==> config.mk <==
export PLATFORM = sky130hd
export DESIGN_NAME = ps2_cmd_ctrl
export DESIGN_NICKNAME = d
export VERILOG_FILES = /design/src/rtl/ps2_cmd_ctrl.sv
export SDC_FILE = /design/constraint.sdc
export NUM_CORES = 1
export LEC_CHECK = 0
export CAP_MARGIN = 20
export CORE_ASPECT_RATIO = 1.25
export CORE_MARGIN = 5
export CORE_UTILIZATION = 51
export DETAILED_ROUTE_END_ITERATION = 8
export GPL_TIMING_DRIVEN = 0
export PLACE_DENSITY = 0.76
export SLEW_MARGIN = 20
export SYNTH_ARGS = -nofsm -noshare
export SYNTH_HDL_FRONTEND = slang
export SYNTH_SLANG_ARGS = --single-unit
==> constraint.sdc <==
create_clock -name clk -period 2.4 [get_ports clk]
set_input_delay 0.6 -clock clk [delete_from_list [all_inputs] [get_ports clk]]
set_output_delay 0.6 -clock clk [all_outputs]
set_load 0.05 [all_outputs]
==> src/rtl/ps2_cmd_ctrl.sv <==
// PS/2 set-2 scan byte decoder: turns make/break sequences into one-cycle command pulses,
// owns the mode/zoom state and generates typematic auto-repeat for the cursor keys.
module ps2_cmd_ctrl #(
  parameter int unsigned REPEAT_DELAY   = 25_000_000,
  parameter int unsigned REPEAT_PERIOD  = 5_000_000,
  parameter int unsigned PREFIX_TIMEOUT = 1_000_000,
  parameter int unsigned ZOOM_STEP      = 8,
  parameter int unsigned ZOOM_MIN       = 8,
  parameter int unsigned ZOOM_MAX       = 128
) (
  input  logic       clk,
  input  logic       rst,
  input  logic [7:0] ps2_byte,
  input  logic       ps2_state,
  output logic [6:0] win_ctrl_cmd,
  output logic [7:0] envo_ctrl_cmd,
  output logic       mode,
  output logic [7:0] visi_cell_num,
  output logic [7:0] last_code
);

  localparam int unsigned RepMax = (REPEAT_DELAY > REPEAT_PERIOD) ? REPEAT_DELAY : REPEAT_PERIOD;
  localparam int unsigned RepW   = $clog2(RepMax + 1);
  localparam int unsigned ToW    = $clog2(PREFIX_TIMEOUT + 1);

  typedef enum logic [1:0] {StIdle, StE0, StF0, StE0F0} state_e;

  state_e         state_q, state_d;
  logic [ToW-1:0] to_cnt_q, to_cnt_d;
  logic [8:0]     held_q, held_d;
  logic           held_vld_q, held_vld_d;
  logic [RepW-1:0] rep_cnt_q, rep_cnt_d;
  logic           rep_act_q, rep_act_d;
  logic           rep_first_q, rep_first_d;
  logic [6:0]     win_q, win_d;
  logic [5:0]     envo_q, envo_d;
  logic           mode_q, mode_d;
  logic [7:0]     visi_q, visi_d;
  logic [7:0]     last_q, last_d;

  logic           make_ev, brk_ev, ev_ext;
  logic [8:0]     ev_key;
  logic [12:0]    ev_map, held_map;
  logic           dup, mk_acc, brk_acc, rep_fire;
  logic [8:0]     zin_sum;
  logic [7:0]     zin_val, zout_val;

  // Returns {envo[5:0], win[6:0]} for an {ext, code} key.
  function automatic logic [12:0] key_map(input logic [8:0] key);
    logic [12:0] m;
    m = '0;
    case (key)
      9'h175:  m[0]  = 1'b1;
      9'h172:  m[1]  = 1'b1;
      9'h16B:  m[2]  = 1'b1;
      9'h174:  m[3]  = 1'b1;
      9'h055:  m[4]  = 1'b1;
      9'h04E:  m[5]  = 1'b1;
      9'h03A:  m[6]  = 1'b1;
      9'h021:  m[7]  = 1'b1;
      9'h05B:  m[8]  = 1'b1;
      9'h054:  m[9]  = 1'b1;
      9'h029:  m[10] = 1'b1;
      9'h05A:  m[11] = 1'b1;
      9'h02D:  m[12] = 1'b1;
      default: m = '0;
    endcase
    return m;
  endfunction

  // Prefix parser
  always_comb begin
    state_d  = state_q;
    to_cnt_d = to_cnt_q;
    make_ev  = 1'b0;
    brk_ev   = 1'b0;
    ev_ext   = 1'b0;
    if (ps2_state) begin
      to_cnt_d = '0;
      unique case (state_q)
        StIdle: begin
          if (ps2_byte == 8'hE0) begin
            state_d = StE0;
          end else if (ps2_byte == 8'hF0) begin
            state_d = StF0;
          end else if (ps2_byte != 8'hAA && ps2_byte != 8'hFA &&
                       ps2_byte != 8'hEE && ps2_byte != 8'hFE) begin
            make_ev = 1'b1;
          end
        end
        StE0: begin
          if (ps2_byte == 8'hF0) begin
            state_d = StE0F0;
          end else if (ps2_byte != 8'hE0) begin
            make_ev = 1'b1;
            ev_ext  = 1'b1;
            state_d = StIdle;
          end
        end
        StF0: begin
          brk_ev  = 1'b1;
          state_d = StIdle;
        end
        StE0F0: begin
          brk_ev  = 1'b1;
          ev_ext  = 1'b1;
          state_d = StIdle;
        end
        default: state_d = StIdle;
      endcase
    end else if (state_q != StIdle) begin
      // A stale prefix is dropped silently after PREFIX_TIMEOUT quiet cycles.
      if (to_cnt_q == ToW'(PREFIX_TIMEOUT - 1)) begin
        state_d  = StIdle;
        to_cnt_d = '0;
      end else begin
        to_cnt_d = to_cnt_q + ToW'(1);
      end
    end
  end

  always_comb begin
    ev_key   = {ev_ext, ps2_byte};
    ev_map   = key_map(ev_key);
    held_map = key_map(held_q);
    dup      = held_vld_q && (held_q == ev_key);
    mk_acc   = make_ev && !dup;
    brk_acc  = brk_ev && dup;
    rep_fire = rep_act_q && (rep_cnt_q == (rep_first_q ? RepW'(REPEAT_DELAY - 1)
                                                       : RepW'(REPEAT_PERIOD - 1)));
    zin_sum  = {1'b0, visi_q} + 9'(ZOOM_STEP);
    zin_val  = (zin_sum > 9'(ZOOM_MAX)) ? 8'(ZOOM_MAX) : zin_sum[7:0];
    zout_val = ({1'b0, visi_q} < 9'(ZOOM_MIN + ZOOM_STEP)) ? 8'(ZOOM_MIN)
                                                           : visi_q - 8'(ZOOM_STEP);
  end

  // Event handling; a decoded event always takes priority over a repeat pulse.
  always_comb begin
    win_d       = '0;
    envo_d      = '0;
    mode_d      = mode_q;
    visi_d      = visi_q;
    last_d      = last_q;
    held_d      = held_q;
    held_vld_d  = held_vld_q;
    rep_act_d   = rep_act_q;
    rep_first_d = rep_first_q;
    rep_cnt_d   = rep_act_q ? rep_cnt_q + RepW'(1) : '0;
    if (mk_acc) begin
      held_d      = ev_key;
      held_vld_d  = 1'b1;
      last_d      = ps2_byte;
      win_d       = ev_map[6:0];
      envo_d      = ev_map[12:7];
      rep_act_d   = |ev_map[3:0];
      rep_first_d = 1'b1;
      rep_cnt_d   = '0;
      if (ev_map[6]) mode_d = ~mode_q;
      if (ev_map[4]) visi_d = zin_val;
      if (ev_map[5]) visi_d = zout_val;
    end else if (brk_acc) begin
      held_vld_d = 1'b0;
      rep_act_d  = 1'b0;
      rep_cnt_d  = '0;
    end else if (rep_fire) begin
      win_d       = {3'b000, held_map[3:0]};
      rep_first_d = 1'b0;
      rep_cnt_d   = '0;
    end
  end

  always_ff @(posedge clk) begin
    if (rst) begin
      state_q     <= StIdle;
      to_cnt_q    <= '0;
      held_q      <= '0;
      held_vld_q  <= 1'b0;
      rep_cnt_q   <= '0;
      rep_act_q   <= 1'b0;
      rep_first_q <= 1'b0;
      win_q       <= '0;
      envo_q      <= '0;
      mode_q      <= 1'b0;
      visi_q      <= 8'(ZOOM_MIN);
      last_q      <= '0;
    end else begin
      state_q     <= state_d;
      to_cnt_q    <= to_cnt_d;
      held_q      <= held_d;
      held_vld_q  <= held_vld_d;
      rep_cnt_q   <= rep_cnt_d;
      rep_act_q   <= rep_act_d;
      rep_first_q <= rep_first_d;
      win_q       <= win_d;
      envo_q      <= envo_d;
      mode_q      <= mode_d;
      visi_q      <= visi_d;
      last_q      <= last_d;
    end
  end

  assign win_ctrl_cmd  = win_q;
  assign envo_ctrl_cmd = {2'b00, envo_q};
  assign mode          = mode_q;
  assign visi_cell_num = visi_q;
  assign last_code     = last_q;

endmodule

Word-level counts from Yosys, hierarchy flattened
Cells that the tools add are included.
- mux-type cells: 51
- $add $sub $neg: 4
- reductions and logical operators: 24
- eq/ne operators: 33
- $lt $le $gt $ge: 2
- bitwise gates (word level): 3
- operators by type and width (operator ; count):
    9-bit == test (second input constant) ; 8
    9-bit by 7-bit == test with 1-bit output (second input constant) ; 5
    8-bit != test (second input constant) ; 5
    9-bit by 6-bit == test with 1-bit output (second input constant) ; 4
    1-bit two-way mux ; 32
    8-bit two-way mux ; 4
    25-bit by 1-bit adder with 25-bit output (second input constant) ; 1
    25-bit == test ; 1
    25-bit two-way mux ; 1
    20-bit by 1-bit adder with 20-bit output (second input constant) ; 1
    20-bit == test (second input constant) ; 1
    20-bit two-way mux ; 1
    8-bit == test (second input constant) ; 2
    2-bit two-way mux ; 7
    2-bit nonzero test ; 6
    8-bit by 4-bit adder with 9-bit output (second input constant) ; 1
    9-bit == test ; 1
    9-bit by 8-bit greater-than comparator with 1-bit output (second input constant) ; 1
    8-bit by 5-bit less-than comparator with 1-bit output (second input constant) ; 1
    4-bit two-way mux ; 2
    4-bit != test (second input constant) ; 2
    8-bit by 4-bit subtractor with 8-bit output (second input constant) ; 1
    1-bit logical AND ; 7
    7-bit two-way mux ; 1
    other kinds (13) ; 21
- logic and storage cells: 129
- register bits after elaboration: 89
- output and inout bits: 32
- bits of input ports: 11

Logic depth before layout (Yosys ltp)
- depth after elaboration: 12
- gate-level depth with buffers: 9
- depth with buffers taken out: 8

Least setup slack after synthesis
Ideal clock, no wire load.
- kind: input to register
- from: input ps2_byte[1]
- to: register rep_cnt_q[16]
- required time: 2.338 ns
- data arrival time: 2.497 ns
- buffers on the path: 3
- cell stages on the path: 9
- slack: -0.160 ns
- library setup time: 0.062 ns
- cells stage by stage: buf_2 > nor4_2 > a41oi_1 > xnor2_2 > a21oi_2 > or4b_1 > buf_4 > buf_8 > nor2_4
- longest elaborated chain between the ends: 11
- elaborated cells between the ends (all ways): 25
- those cells by class: eq/ne: 8; mux: 9; reduce/logical: 8
- RTL lines (item ; RTL line ; RTL):
    from (decl) ; 13 ; input logic [7:0] ps2_byte,
    parallel branches: the longest is 10 deep, another holds 9-bit == test ; -- ;
    5-bit OR reduction (no line) (*) ; -- ;
    to (signal assigned) ; 191 ; rep_cnt_q <= rep_cnt_d;
    to (decl) ; 32 ; logic [RepW-1:0] rep_cnt_q, rep_cnt_d;
Mark *: on every way between the ends.
A chain may end at the register's enable or synchronous reset.

Worst setup path in the final report
- from: input ps2_byte[4]
- to: register rep_cnt_q[12]
The elaborated chain is that of the path after synthesis.

==> flow_metrics.env <==
export IMPL_synthArstFlopShare=0
export IMPL_io_pins=43
export IMPL_clock_power_share=0.365
export IMPL_syn_instance_count=465
export IMPL_fin_skew_ns=0.00871
export IMPL_p_int_uw=1820
export IMPL_synth_seq_cells=78
export IMPL_worst_ep_required_time_ns=2.69
export IMPL_clk_path_buf_depth=2
export IMPL_crit_buf_inv=3
export IMPL_die_h_um=110
export IMPL_start_kind="input port"
export IMPL_fin_area_sq_um=4890
export IMPL_first_pass_iters=4
export IMPL_arrival_ns=2.65
export IMPL_synth_cell_types=59
export IMPL_synth_top_cells_by_area="dfxtp_1 38%, xor2_1 5.8%, nor2_1 5.5%, nor2_4 5.0%, xnor2_1 4.9%"
export IMPL_num_vias=3428
export IMPL_cp_end_kind="flip-flop"
export IMPL_grt_max_degree=13
export IMPL_run_status="completed"
export IMPL_portBuffers=34
export IMPL_die_area_sq_um=9920
export IMPL_p_seq_frac=0.542
export IMPL_cts_buffers=9
export IMPL_rows=36
export IMPL_setup_viol=0
export IMPL_wl_per_cell_um=14.4
export IMPL_period_minus_slack_ns=2.35
export IMPL_holdPathStages=1
export IMPL_synthToLayoutAreaGrowth_pct=19.6
export IMPL_drtIter0Drc=223
export IMPL_max_slew_margin=0.614
export IMPL_rsz0062_at_grt="no"
export IMPL_ys_warn_count=0
export IMPL_place_area_sq_um=4600
export IMPL_nNetsFinal=535
export IMPL_hp_class="reg2reg"
export IMPL_path_clk_slew_ns=0.08
export IMPL_totalWireLength_mm=8.94
export IMPL_worstPathMaxFanout=10
export IMPL_cpPeakStageDelay_ns=0.49
export IMPL_slowest_stage="or4b_1"
export IMPL_r2r_setup_slack_ns=0.14
export IMPL_p_sw_uw=619
export IMPL_viasPerCell=5.54
export IMPL_drc_errors=0
export IMPL_fp_dieW_um=90.1
export IMPL_worst_r2r_endpoint="win_ctrl_cmd[1]"
export IMPL_netlist_top_cells_count="78 x dfxtp_1, 60 x nor2_1, 38 x nand2_1"
export IMPL_grt_pass1_vias=3340
export IMPL_min_from="rep_cnt_q[0]"
export IMPL_antenna_cells=0
export IMPL_crit_family="simple AND/OR/NAND/NOR gates"
export IMPL_syn_area_sq_um=4090
export IMPL_dominantRegCellSynth="dfxtp_1"
export IMPL_p_per_area_nw_per_um2=498
export IMPL_synth_top_area_share=0.382
export IMPL_antenna_found_initial=1
export IMPL_gp_congestion=0.863
export IMPL_p_leak_uw=0.00174
export IMPL_start_util=0.522
export IMPL_synth_most_common_cell="dfxtp_1"
export IMPL_coreArea_sq_um=7840
export IMPL_fin_crit_sh=0.980
export IMPL_synth_area_leader_cell="dfxtp_1"
export IMPL_path_class="in2reg"
export IMPL_cts_root_buf="clkbuf_8"
export IMPL_grt_util_all_layers=0.183
export IMPL_synth_edf_count=0
export IMPL_cts_tree="built"
export IMPL_fill_cells=680
export IMPL_ys_seq_area_frac=0.382
export IMPL_max_freq_ghz=0.425
export IMPL_reg2reg_from="rep_cnt_q[16]"
export IMPL_insertion_delay_ns=0.35
export IMPL_syn_avg_cell_area_sq_um=8.80
export IMPL_numClockSinks=78
export IMPL_slew_viol_final=0
export IMPL_ir_drop_mv=0.391
export IMPL_tightest_slew_ns=0.578
export IMPL_cts_htree_levels=3
export IMPL_hold_violations=0
export IMPL_grt_pass1_wl_mm=15.1
export IMPL_hold_slack_ns=0.474
export IMPL_r2r_cells=6
export IMPL_drv_cap=0
export IMPL_drive_gt1_frac=0.170
export IMPL_overflow=0
export IMPL_p_sw_frac=0.254
export IMPL_crit_path_cell_trace="clkdlybuf4s15_2 > or3_1 > a2111o_1 > nand4_2 > a21oi_2 > or4b_1 > buf_6 > buf_12 > nor2_4"
export IMPL_hpwl_mm=6.34
export IMPL_min_to="rep_cnt_q[0]"
export IMPL_antenna_left=0
export IMPL_share_comb_of_total_power=0.093
worst max path at each step:
stage	from	endpoint	depth (start not counted)
global placement	ps2_byte[4]	visi_cell_num[3]	8
global route	visi_cell_num[3]	visi_cell_num[3]	1
detailed placement	ps2_byte[4]	visi_cell_num[3]	8
finish	ps2_byte[4]	rep_cnt_q[12]	9
CTS	held_q[0]	last_code[0]	2
floorplan	ps2_byte[6]	rep_cnt_q[9]	8
logic make-up after synthesis:
logic type | synth area share
simple gates | 0.314
flops | 0.382
compound gates | 0.0908
xor+xnor | 0.111
buf+inv | 0.0651
mux | 0.0245
fa+ha+maj | 0.0122
other cells | 0.000917
metrics by stage:
step | cells | TNS (ns) | worst slack [ns] | util | power (uW)
final | 619 | 0 | 0.0472 | 0.624 | 2430
after global routing | 619 | 0 | 0.00476 | 0.624 | 2530
after CTS | 620 | 0 | 0.0220 | 0.621 | 2450
after detailed placement | 598 | -35.09 | -0.882 | 0.586 | 1560
after global placement | 598 | -33.48 | -0.867 | 0.586 | 1560
after floorplan | 469 | -0.759 | -0.0407 | - | 1500
routing by layer:
layer,track usage,share of wire
met1,0.214,0.44
met3,0.0434,0.039
met5,0,0.00078
met4,0.0745,0.016
met2,0.324,0.50
repair_timing:
| action | CTS | global route |
|---|---|---|
| pin swaps | 7 | 4 |
| setup endpoints to repair | 50 | 45 |
| gates resized for setup | 22 | 16 |
| buffers inserted | 7 | 0 |
| endpoints found under the hold margin | 0 | 0 |
| hold buffers | 0 | 0 |
state kept, by name, summed over array words and instances (netlist names):
register	count
rep_cnt_q	25
held_q	9
rep_first_q	1
mode	1
held_vld_q	1
rep_act_q	1
win_ctrl_cmd	7
visi_cell_num	5
to_cnt_q	20
envo_q	6
state_q	2
cell usage in the layout, fill, tap and decap left out, types with 4 or more instances in the layout:
| cell | instances |
|---|---|
| nor3_1 | 5 |
| nand4_1 | 13 |
| or3_1 | 6 |
| and3_1 | 8 |
| clkbuf_1 | 6 |
| conb_1 | 5 |
| nor4_1 | 4 |
| buf_2 | 6 |
| xnor2_1 | 23 |
| mux2i_1 | 10 |
| a21oi_1 | 10 |
| nor2_4 | 18 |
| inv_1 | 14 |
| and4_1 | 6 |
| o21ai_0 | 11 |
| nor4bb_1 | 4 |
| dfxtp_1 | 78 |
| clkbuf_8 | 11 |
| clkbuf_2 | 5 |
| xor2_1 | 27 |
| nor2_1 | 59 |
| nand2_1 | 38 |
| clkdlybuf4s50_1 | 26 |
| nand2b_1 | 4 |
| buf_4 | 21 |
| ha_1 | 4 |
| nand3_1 | 26 |
area by class of cell:
type	count	area (sq um)	share of cell area
buffer	32	234	0.0478
clock buffer	12	155	0.0317
clock inverter	3	20.0	0.00409
inverter	14	52.6	0.0107
multi-input combinational	344	2360	0.481
sequential	78	1560	0.319
tap	95	119	0.0243
timing repair buffer	41	395	0.0808
power by group through the flow:
stage	combinational [uW]	clock (uW)	sequential [uW]
after floorplan	156	0	1350
after global placement	213	0	1350
after detailed placement	215	0	1350
after CTS	220	913	1320
after global routing	238	968	1320
final	226	890	1320
Note: power is estimated with default switching activity, not from simulation.
==> RTL change (same settings) <==
The parameter `PREFIX_TIMEOUT` goes from 1_000_000 to 500_000.
--- a/src/rtl/ps2_cmd_ctrl.sv
+++ b/src/rtl/ps2_cmd_ctrl.sv
@@ -3,7 +3,7 @@
 module ps2_cmd_ctrl #(
   parameter int unsigned REPEAT_DELAY   = 25_000_000,
   parameter int unsigned REPEAT_PERIOD  = 5_000_000,
-  parameter int unsigned PREFIX_TIMEOUT = 1_000_000,
+  parameter int unsigned PREFIX_TIMEOUT = 500_000,
   parameter int unsigned ZOOM_STEP      = 8,
   parameter int unsigned ZOOM_MIN       = 8,
   parameter int unsigned ZOOM_MAX       = 128
Function: same outputs for any inputs over 10 cycles, from zero or initial values and one cycle with rst high; that may be too few to reach the edited logic, so the function may still have changed.
==> RTL change against the unedited design <==
Final cell count grew 1.6%; setup slack lost 0.028 ns; critical endpoint is now mode$_SDFFE_PP0P_; via count grew 1.2%; non-clock buffer count grew 7; first-iteration DRC count shrank 14%; sequential cell count shrank 1; clock power grew 12%; final area grew 0.23%; highest routed layer is now met4; synthesized area shrank 2.3%; clock skew grew 0.0032 ns; critical path depth is the same; largest cell class unchanged; count of clock-buffer cells in the layout shrank 1; total power grew 5.4%; wire length grew 4.1%.
==> RTL change: results (changes against the unedited design) <==
* Outcome: complete, no violations
* Non-CTS inverters at 12 (-2)
* Grt met1 use at 0.2568 (+0.04239)
* Ratio of cells with drive above 1 in the final layout at 0.1554 (-0.01442)
* Power Total at 0.002565 W (+5.4%)
* Seq Cell Count at 77 (-1.3%)
* Met3 wire len at 433 um (+26%)
* Max IR drop VDD at 347.3 uV (-11%)
* R2R Path End: to_cnt_q[14]$_SDFFE_PP0N_
* Register area share after synthesis at 0.3857 (+0.004072)
* DR vias at 3,468 (+1.2%)
* Top layer in use: met4
* Placed inst area at 4471 um^2 (-2.7%)
* Placer Congestion at 0.8995 (+4.2%)
* Dpl cells at 603 (+0.84%)
* Non-CTS buffers at 80 (+9.6%)
* Largest net degree at the start of global routing at 14 (+1)
* GRT Overall Usage at 0.1986 (+0.01536)
* Int Pwr at 0.001905 W (+4.9%)
* Worst Setup EP: mode$_SDFFE_PP0P_
* Final net count at 544 (+1.7%)
* CLK BUF at 11 (-1)
* Leak at 1.779 nW (+2.3%)
* DP HPWL at 6242 um (-1.5%)
* R2R setup slack at 0.22 ns (+0.08 ns)
* Setup crit start: ps2_byte[3]
* Pre-CTS setup slack at -0.9647 ns (-0.08225 ns)
* Initial antenna violation count at 0 (-1)
* Signal buf overhead at 0.1334 (+0.004807)
* Sequential Area at 1541 um^2 (-1.3%)
* Routed len/inst at 14.79 um (+2.5%)
* Worst-margin pin slew at 0.5919 ns (+0.01355 ns)
* # fillers at 650 (-4.4%)
* Hold Worst Slack at 0.4793 ns (+0.004907 ns)
* Worst R2R Start: to_cnt_q[5]$_SDFFE_PP0N_
* Gate Count Post-Synth at 470 (+1.1%)
* Seq pwr share at 0.510 (-0.032)
* M1 wire length at 4122 um (+4.1%)
* Clock-cell share of area at 0.04107 (+0.005275)
* First-pass GRT wire length at 15,350 um (+1.9%)
* Vias in the first global route at 3,398 (+1.7%)
* GR Layer Usage met2 at 0.3151 (-0.009199)
* Met3 Resource Use GR at 0.04913 (+0.005682)
* Layout Skew at 0.01195 ns (+0.003245 ns)
* Post-synth top cells: dfxtp_1 (77), nor2_1 (72), nand2_1 (31)
* Arr. time, crit path at 2.67 ns (+0.02 ns)
* Footprint of the multi-input gates at 2344 um^2 (-0.53%)
-- RTL change: cell count changes in the layout (fill, tap and decap cells not counted), moves of 5 or more --
cell           change
a21o_1             +5
clkbuf_1           +6
dlygate4sd2_1      +7
nand2_1            -7
nand4b_1           +5
nor2_1            +13
nor2_4            -18
nor3_1             +9
or2_2              +5
or4_1              +5
-- RTL change: logic make-up (layout without fill, tap and decap cells) --
| family | Yosys count | after routing | synth area share |
|---|---|---|---|
| other | 1 | 5 | 0.0009384 |
| AOI/OAI and AO/OA | 49 | 49 | 0.08923 |
| adders and majority gates | 4 | 4 | 0.01252 |
| and+or+nand+nor | 227 | 227 | 0.3043 |
| DFF | 77 | 77 | 0.3857 |
| buffers and inverters | 48 | 108 | 0.06074 |
| xor gates and xnor gates | 51 | 51 | 0.1137 |
| muxes | 13 | 13 | 0.03288 |
-- RTL change: timing repair --
action | CTS | global route
gates resized for setup | 33 | 13
pin swaps | 6 | 4
endpoints found under the setup margin | 67 | 46
buffers inserted | 9 | 2
gates cloned | 0 | 0
